--- config.mk ---
export PLATFORM = sky130hd
export DESIGN_NAME = writeback_unit_flat
export DESIGN_NICKNAME = d
export VERILOG_FILES = /design/src/rtl/writeback_unit_if.sv /design/src/rtl/writeback_unit.sv /design/src/flat_wrapper.sv
export SDC_FILE = /design/constraint.sdc
export NUM_CORES = 1
export LEC_CHECK = 0
export CORE_ASPECT_RATIO = 1.1
export CORE_MARGIN = 3
export CORE_UTILIZATION = 45
export DETAILED_ROUTE_END_ITERATION = 8
export PLACE_DENSITY = 0.81
export SYNTH_ARGS = -nofsm -noshare
export SYNTH_HDL_FRONTEND = slang
export SYNTH_SLANG_ARGS = --single-unit
export TNS_END_PERCENT = 1
--- constraint.sdc ---
create_clock -name clk -period 7.6 [get_ports clk]
set_clock_uncertainty 0.1 [all_clocks]
set_input_delay 1.9 -clock clk [delete_from_list [all_inputs] [get_ports clk]]
set_output_delay 1.9 -clock clk [all_outputs]
set_load 0.1 [all_outputs]
--- src/rtl/writeback_unit_if.sv ---
// Bus bundle for writeback_unit: pipeline result, LL result handshake,
// LL issue/scoreboard query and the register file write port.
// Optional bypass read data is present when WB_BYPASS_EN is defined.
interface writeback_unit_if;
  logic        pipe_valid;
  logic [4:0]  pipe_rd;
  logic        pipe_is_load;
  logic [2:0]  pipe_funct3;
  logic [1:0]  pipe_addr_lo;
  logic [31:0] pipe_data;

  logic        ll_valid;
  logic        ll_ready;
  logic [4:0]  ll_rd;
  logic [31:0] ll_data;

  logic        issue_valid;
  logic [4:0]  issue_rd;
  logic [4:0]  rs1_addr;
  logic [4:0]  rs2_addr;
  logic        rs1_busy;
  logic        rs2_busy;

  logic        wb_en;
  logic [4:0]  wb_addr;
  logic [31:0] write_data;

`ifdef WB_BYPASS_EN
  logic [31:0] rf_rs1_data;
  logic [31:0] rf_rs2_data;
  logic [31:0] byp_rs1_data;
  logic [31:0] byp_rs2_data;
`endif

  modport slave (
`ifdef WB_BYPASS_EN
    input  rf_rs1_data, rf_rs2_data,
    output byp_rs1_data, byp_rs2_data,
`endif
    input  pipe_valid, pipe_rd, pipe_is_load, pipe_funct3, pipe_addr_lo, pipe_data,
    input  ll_valid, ll_rd, ll_data,
    output ll_ready,
    input  issue_valid, issue_rd, rs1_addr, rs2_addr,
    output rs1_busy, rs2_busy,
    output wb_en, wb_addr, write_data
  );

  modport master (
`ifdef WB_BYPASS_EN
    output rf_rs1_data, rf_rs2_data,
    input  byp_rs1_data, byp_rs2_data,
`endif
    output pipe_valid, pipe_rd, pipe_is_load, pipe_funct3, pipe_addr_lo, pipe_data,
    output ll_valid, ll_rd, ll_data,
    input  ll_ready,
    output issue_valid, issue_rd, rs1_addr, rs2_addr,
    input  rs1_busy, rs2_busy,
    input  wb_en, wb_addr, write_data
  );
endinterface

--- src/rtl/writeback_unit.sv ---
// writeback_unit: final stage driving the integer register file write port.
// Merges in-order pipeline results (with load alignment) and buffered
// long-latency results, and tracks registers with LL results outstanding.
// Optional feature macro: WB_BYPASS_EN (write-first read bypass ports).
module writeback_unit #(
  parameter int unsigned LL_DEPTH = 2
) (
  input logic            clk,
  input logic            rst,
  writeback_unit_if.slave bus
);

  localparam int unsigned PTR_W = (LL_DEPTH > 1) ? $clog2(LL_DEPTH) : 1;
  localparam int unsigned CNT_W = PTR_W + 1;

  typedef struct packed {
    logic [4:0]  rd;
    logic [31:0] data;
  } ll_entry_t;

  ll_entry_t        fifo_mem [LL_DEPTH];
  logic [PTR_W-1:0] wr_ptr;
  logic [PTR_W-1:0] rd_ptr;
  logic [CNT_W-1:0] count;
  logic             fifo_full;
  logic             fifo_empty;
  logic             push;
  logic             pop;

  logic [7:0]       ld_byte;
  logic [15:0]      ld_half;
  logic [31:0]      pipe_result;

  logic             sel_valid;
  logic             sel_ll;
  logic [4:0]       sel_rd;
  logic [31:0]      sel_data;

  logic             wb_is_ll;
  logic [31:1]      pending;
  logic [31:0]      pend_vec;
  logic [31:0]      pend_next;

  // FIFO status and LL handshake; ready depends only on registered occupancy
  assign fifo_full    = (count == CNT_W'(LL_DEPTH));
  assign fifo_empty   = (count == '0);
  assign bus.ll_ready = !fifo_full;
  assign push         = bus.ll_valid && !fifo_full;
  assign pop          = !bus.pipe_valid && !fifo_empty;

  // Load alignment and extension of the raw memory word
  always_comb begin
    ld_byte     = bus.pipe_data[7:0];
    ld_half     = bus.pipe_addr_lo[1] ? bus.pipe_data[31:16] : bus.pipe_data[15:0];
    pipe_result = bus.pipe_data;
    case (bus.pipe_addr_lo)
      2'd0:    ld_byte = bus.pipe_data[7:0];
      2'd1:    ld_byte = bus.pipe_data[15:8];
      2'd2:    ld_byte = bus.pipe_data[23:16];
      default: ld_byte = bus.pipe_data[31:24];
    endcase
    if (bus.pipe_is_load) begin
      case (bus.pipe_funct3)
        3'b000:  pipe_result = {{24{ld_byte[7]}}, ld_byte};
        3'b100:  pipe_result = {24'd0, ld_byte};
        3'b001:  pipe_result = {{16{ld_half[15]}}, ld_half};
        3'b101:  pipe_result = {16'd0, ld_half};
        default: pipe_result = bus.pipe_data;
      endcase
    end
  end

  // Source selection: pipeline first, then FIFO head
  always_comb begin
    sel_valid = 1'b0;
    sel_ll    = 1'b0;
    sel_rd    = '0;
    sel_data  = '0;
    if (bus.pipe_valid) begin
      sel_valid = 1'b1;
      sel_rd    = bus.pipe_rd;
      sel_data  = pipe_result;
    end else if (!fifo_empty) begin
      sel_valid = 1'b1;
      sel_ll    = 1'b1;
      sel_rd    = fifo_mem[rd_ptr].rd;
      sel_data  = fifo_mem[rd_ptr].data;
    end
  end

  // FIFO storage, written on an accepted LL transfer
  always_ff @(posedge clk) begin
    if (push) fifo_mem[wr_ptr] <= '{rd: bus.ll_rd, data: bus.ll_data};
  end

  // FIFO pointers and occupancy
  always_ff @(posedge clk or posedge rst) begin
    if (rst) begin
      wr_ptr <= '0;
      rd_ptr <= '0;
      count  <= '0;
    end else begin
      if (push) wr_ptr <= wr_ptr + PTR_W'(1);
      if (pop)  rd_ptr <= rd_ptr + PTR_W'(1);
      case ({push, pop})
        2'b10:   count <= count + CNT_W'(1);
        2'b01:   count <= count - CNT_W'(1);
        default: count <= count;
      endcase
    end
  end

  // Registered write port; rd=0 results are consumed but never written
  always_ff @(posedge clk or posedge rst) begin
    if (rst) begin
      bus.wb_en      <= 1'b0;
      bus.wb_addr    <= '0;
      bus.write_data <= '0;
      wb_is_ll       <= 1'b0;
    end else begin
      bus.wb_en <= sel_valid && (sel_rd != 5'd0);
      wb_is_ll  <= sel_ll && (sel_rd != 5'd0);
      if (sel_valid) begin
        bus.wb_addr    <= sel_rd;
        bus.write_data <= sel_data;
      end
    end
  end

  // Scoreboard next state: clear after the LL write cycle, set on issue (set wins)
  assign pend_vec = {pending, 1'b0};
  always_comb begin
    pend_next = pend_vec;
    if (bus.wb_en && wb_is_ll) pend_next[bus.wb_addr] = 1'b0;
    if (bus.issue_valid)       pend_next[bus.issue_rd] = 1'b1;
    pend_next[0] = 1'b0;
  end

  // Scoreboard register
  always_ff @(posedge clk or posedge rst) begin
    if (rst) pending <= '0;
    else     pending <= pend_next[31:1];
  end

  // Busy lookup; bit 0 of pend_vec is constant zero
  assign bus.rs1_busy = pend_vec[bus.rs1_addr];
  assign bus.rs2_busy = pend_vec[bus.rs2_addr];

`ifdef WB_BYPASS_EN
  // Write-first read bypass of the value being written this cycle
  assign bus.byp_rs1_data = (bus.wb_en && bus.wb_addr == bus.rs1_addr && bus.rs1_addr != 5'd0)
                            ? bus.write_data : bus.rf_rs1_data;
  assign bus.byp_rs2_data = (bus.wb_en && bus.wb_addr == bus.rs2_addr && bus.rs2_addr != 5'd0)
                            ? bus.write_data : bus.rf_rs2_data;
`endif

endmodule

--- src/flat_wrapper.sv ---
// flat-port wrapper written by rule: the top's interface ports become plain ports
module writeback_unit_flat 
#(
  parameter int unsigned LL_DEPTH = 2
)
  (clk, rst, bus_pipe_valid, bus_pipe_rd, bus_pipe_is_load, bus_pipe_funct3, bus_pipe_addr_lo, bus_pipe_data, bus_ll_valid, bus_ll_rd, bus_ll_data, bus_ll_ready, bus_issue_valid, bus_issue_rd, bus_rs1_addr, bus_rs2_addr, bus_rs1_busy, bus_rs2_busy, bus_wb_en, bus_wb_addr, bus_write_data);
  writeback_unit_if bus_i ();
  input logic clk;
  input logic rst;
  input wire logic [$bits(bus_i.pipe_valid)-1:0] bus_pipe_valid;
  input wire logic [$bits(bus_i.pipe_rd)-1:0] bus_pipe_rd;
  input wire logic [$bits(bus_i.pipe_is_load)-1:0] bus_pipe_is_load;
  input wire logic [$bits(bus_i.pipe_funct3)-1:0] bus_pipe_funct3;
  input wire logic [$bits(bus_i.pipe_addr_lo)-1:0] bus_pipe_addr_lo;
  input wire logic [$bits(bus_i.pipe_data)-1:0] bus_pipe_data;
  input wire logic [$bits(bus_i.ll_valid)-1:0] bus_ll_valid;
  input wire logic [$bits(bus_i.ll_rd)-1:0] bus_ll_rd;
  input wire logic [$bits(bus_i.ll_data)-1:0] bus_ll_data;
  output wire logic [$bits(bus_i.ll_ready)-1:0] bus_ll_ready;
  input wire logic [$bits(bus_i.issue_valid)-1:0] bus_issue_valid;
  input wire logic [$bits(bus_i.issue_rd)-1:0] bus_issue_rd;
  input wire logic [$bits(bus_i.rs1_addr)-1:0] bus_rs1_addr;
  input wire logic [$bits(bus_i.rs2_addr)-1:0] bus_rs2_addr;
  output wire logic [$bits(bus_i.rs1_busy)-1:0] bus_rs1_busy;
  output wire logic [$bits(bus_i.rs2_busy)-1:0] bus_rs2_busy;
  output wire logic [$bits(bus_i.wb_en)-1:0] bus_wb_en;
  output wire logic [$bits(bus_i.wb_addr)-1:0] bus_wb_addr;
  output wire logic [$bits(bus_i.write_data)-1:0] bus_write_data;
  assign bus_i.pipe_valid = bus_pipe_valid;
  assign bus_i.pipe_rd = bus_pipe_rd;
  assign bus_i.pipe_is_load = bus_pipe_is_load;
  assign bus_i.pipe_funct3 = bus_pipe_funct3;
  assign bus_i.pipe_addr_lo = bus_pipe_addr_lo;
  assign bus_i.pipe_data = bus_pipe_data;
  assign bus_i.ll_valid = bus_ll_valid;
  assign bus_i.ll_rd = bus_ll_rd;
  assign bus_i.ll_data = bus_ll_data;
  assign bus_ll_ready = bus_i.ll_ready;
  assign bus_i.issue_valid = bus_issue_valid;
  assign bus_i.issue_rd = bus_issue_rd;
  assign bus_i.rs1_addr = bus_rs1_addr;
  assign bus_i.rs2_addr = bus_rs2_addr;
  assign bus_rs1_busy = bus_i.rs1_busy;
  assign bus_rs2_busy = bus_i.rs2_busy;
  assign bus_wb_en = bus_i.wb_en;
  assign bus_wb_addr = bus_i.wb_addr;
  assign bus_write_data = bus_i.write_data;
  writeback_unit #(.LL_DEPTH(LL_DEPTH)) u_core (.clk(clk), .rst(rst), .bus(bus_i));
endmodule
==> metrics.md <==
| Metric | Value |
|---|---|
| Largest area contributor in the netlist | `edfxtp_1` |
| Cells after DPL | `893` |
| Worst path top cell family by delay | `buffers and inverters` |
| Max Fclk | `around 0.15 GHz` |
| Post-synth EDFFs | `74` |
| Reg clk slew, reported paths | `0.06 ns` |
| Drt initial violations | `428` |
| Pwr per Cell Area | `just under 400 nW/um2` |
| Commonest non-fill, non-tap cells in the layout | `139 x clkdlybuf4s50_1, 82 x o21ai_0, 74 x edfxtp_1` |
| Seq cells post-synth | `148` |
| Count of input and output buffers | `140` |
| Largest net degree at the start of global routing | `79` |
| Max Slew Vio Count | `0` |
| Asr flop ratio synth | `0.500` |
| Status | `finished clean` |
| Overall routing resource usage | `0.219` |
| TritonRoute pass-1 iters | `5` |
| Worst slew pin tran | `~1.2 ns` |
| Synth Flop Type | `edfxtp_1` |
| Post-route ant nets | `0` |
| CP peak stage delay | `roughly 1.1 ns` |
| RSZ-0062 raised after global routing | `no` |
| CP arrival | `4.50 ns` |
| Synth Warn # | `0` |
| Startpoint Class | `input port` |
| WP buf/inv | `2` |
| Setup TNS | `0 ns` |
| Critical path class | `in -> out` |
| Crit Path Max Fanout | `12` |
| Num CTS Buffers | `17` |
| Hold path cells | `2` |
| Die ar. | `17100 um2` |
| Leakage power | `3.33 nW` |
| Sequential fraction of the synthesis area | `0.583` |
| Largest cells by area after synthesis | `edfxtp_1 32%, dfrtp_1 26%, mux2i_1 9.2%` |
| Post-CTS setup buffers | `0` |
| Clock buffer depth | `2` |
| CTS resizes | `0` |
| Final #Nets | `just over 800` |
| Number of global-route vias before repair | `5667` |
| Worst reg2reg endpoint | `u_core.fifo_mem[0][15]$_DFFE_PP_` |
| Hold/Removal Path Class | `reg -> reg` |
| Syn Inst Count | `592` |
| Setup crit end | `bus_rs2_busy` |
| Final Instance Area | `9050 um2` |
| Unique masters post-synth | `43` |
| Layout cell share with drive strength beyond 1 | `0.0919` |
| Placed instance area | `8490 um2` |
| Commonest non-fill, non-tap cell in the layout | `clkdlybuf4s50_1` |
| Syn Area/Cell | `11.8 um2` |
| Clk sink count | `about 150` |
| Final setup viols | `0` |
| Worst EP required | `5.60 ns` |
| Ports | `141` |
| Row cnt | `47` |
| First-pass GRT wire length | `a little under 30 mm` |
| Synthesis-to-layout area growth | `29.4%` |
| Slew margin rel. | `0.214` |
| Clock latency at the later pin of the worst-skew pair | `0.41 ns` |
| R2r setup slk | `5.37 ns` |
| N_diodes | `0` |
| Via density | `5.92` |
| Initial antenna violation count | `2` |
| Core Region | `15100 um2` |
| Post-Layout Cell Count | `~900` |
| Wirelength per Cell | `about 20 um` |
| Cell mode on critical path | `clkdlybuf4s50_1` |
| Worst Setup SP | `bus_rs2_addr[2]` |
| Min cycle time layout | `roughly 6.5 ns` |
| Root Buffer | `clkbuf_16` |
| Max-Cap Viols | `0` |
| Residual DRC | `0` |
| Die Y | `137 um` |
| Fin. Hold Viols | `0` |
| Reg-to-Reg Start | `u_core.count[0]$_DFFE_PP0P_` |
| CP cell instances | `clkdlybuf4s50_1 > mux2i_1 > a22oi_1 > nand3_1 > nand4_1 > clkdlybuf4s50_1` |
| Drt total wl | `about 19 mm` |
| Total global routing overflow | `0` |
| Crit path capture type | `output pin` |
| Post-Syn Area | `6990 um2` |
| Final worst-path cycle share | `0.856` |
| Post-synth top area share | `0.318` |
| Worst VDD drop | `315 uV` |
| Critical path's slowest cell | `clkdlybuf4s50_1` |
| Min Hold Slack | `0.463 ns` |
| Routed via count | `5479` |
| Syn_nets | `a little under 700` |
| Instance count on the critical path | `6` |
| Reg2Reg Depth | `3` |
| CTS tree | `done` |
| H-tree depth | `4` |
| Gp weighted congestion | `between 0.9 and 1` |
| CTS Hold Bufs | `0` |
| Initial Util | `0.463` |
| Die width | `~120 um` |
| Dpl hpwl | `approximately 13 mm` |
==> per-layer routing <==
metal	vias to the layer above	part of all wire	global-route usage
met1	2683	0.40	0.268
met5	-	0.0015	0
met2	269	0.50	0.374
li1	2489	-	-
met3	34	0.078	0.0699
met4	4	0.021	0.0693
==> synth_stat cells (all sizes together), types with 2 or more instances <==
master / instances
xor2: 2
nor2: 45
mux2i: 64
xnor2: 3
o211ai: 4
mux4: 6
edfxtp: 74
a211oi: 28
nand4: 3
nand3b: 8
dfrtp: 74
buf: 17
clkbuf: 22
o22ai: 8
o21ai: 83
nor2b: 7
a31oi: 19
nand2: 35
nand3: 12
nand2b: 8
or3b: 4
nand4b: 2
o2111ai: 2
a221oi: 6
a21oi: 22
or3: 3
inv: 4
mux2: 14
a22oi: 4
==> where the power goes <==
group / internal (W) / switching (W) / leakage, nW
logic: 0.000450 / 0.00104 / 1.57
clock network: 0.000433 / 0.000341 / 0.259
registers: 0.00111 / 0.000181 / 1.51
==> worst min-delay path, delay by kind of cell, from the launching register on <==
family          cells  cell delay, ns
flops               1            0.37
compound gates      2            0.15
==> registers in the layout (all words and copies together) (netlist names) <==
signal                 cells
u_core.bus.wb_en           1
u_core.bus.wb_addr         5
u_core.wb_is_ll            1
u_core.rd_ptr              1
u_core.bus.write_data     32
u_core.pending            31
u_core.count               2
u_core.wr_ptr              1
u_core.fifo_mem           74
==> worst min path at each step <==
stage          slack (ns)                            to                         start
5_1_grt              0.47  u_core.pending[17]$_DFF_PP0_  u_core.pending[17]$_DFF_PP0_
3_5_place_dp         0.44  u_core.pending[11]$_DFF_PP0_  u_core.pending[11]$_DFF_PP0_
3_3_place_gp         0.43     u_core.wr_ptr$_DFFE_PP0P_     u_core.wr_ptr$_DFFE_PP0P_
4_1_cts              0.45  u_core.pending[11]$_DFF_PP0_  u_core.pending[11]$_DFF_PP0_
6_report             0.46  u_core.pending[16]$_DFF_PP0_  u_core.pending[16]$_DFF_PP0_
2_1_floorplan        0.36     u_core.wr_ptr$_DFFE_PP0P_     u_core.wr_ptr$_DFFE_PP0P_
==> stage by stage <==
step                total power (W)   util  setup slack [ns]
CTS                         0.00356  0.599              1.08
detailed placement          0.00278  0.562              1.10
finish                      0.00355  0.599              1.10
global placement            0.00275  0.562              1.13
floorplan                   0.00235      -              1.89
global route                0.00371  0.599             0.967
==> cell families (layout without fill, tap and decap cells) <==
kind of cell / count (synthesis) / after routing / synth area share
adders and majority gates: 1 / 1 / 0.00179
AOI/OAI and AO/OA: 181 / 181 / 0.158
DFF: 148 / 148 / 0.583
muxes: 84 / 84 / 0.133
and+or+nand+nor: 130 / 130 / 0.0889
buffers and inverters: 43 / 180 / 0.0288
xor gates and xnor gates: 5 / 5 / 0.00626
==> cell type report <==
cell class / instances / area, um2
clock inverters: 14 / 113
repair buffers: 144 / 1430
well taps: 196 / 245
fillers: 1182 / 6070
multi-input cells: 401 / 2730
clock buffers: 18 / 439
inverters: 4 / 15.0
flip-flops and latches: 148 / 4080
Note: power is estimated with default switching activity, not from simulation.
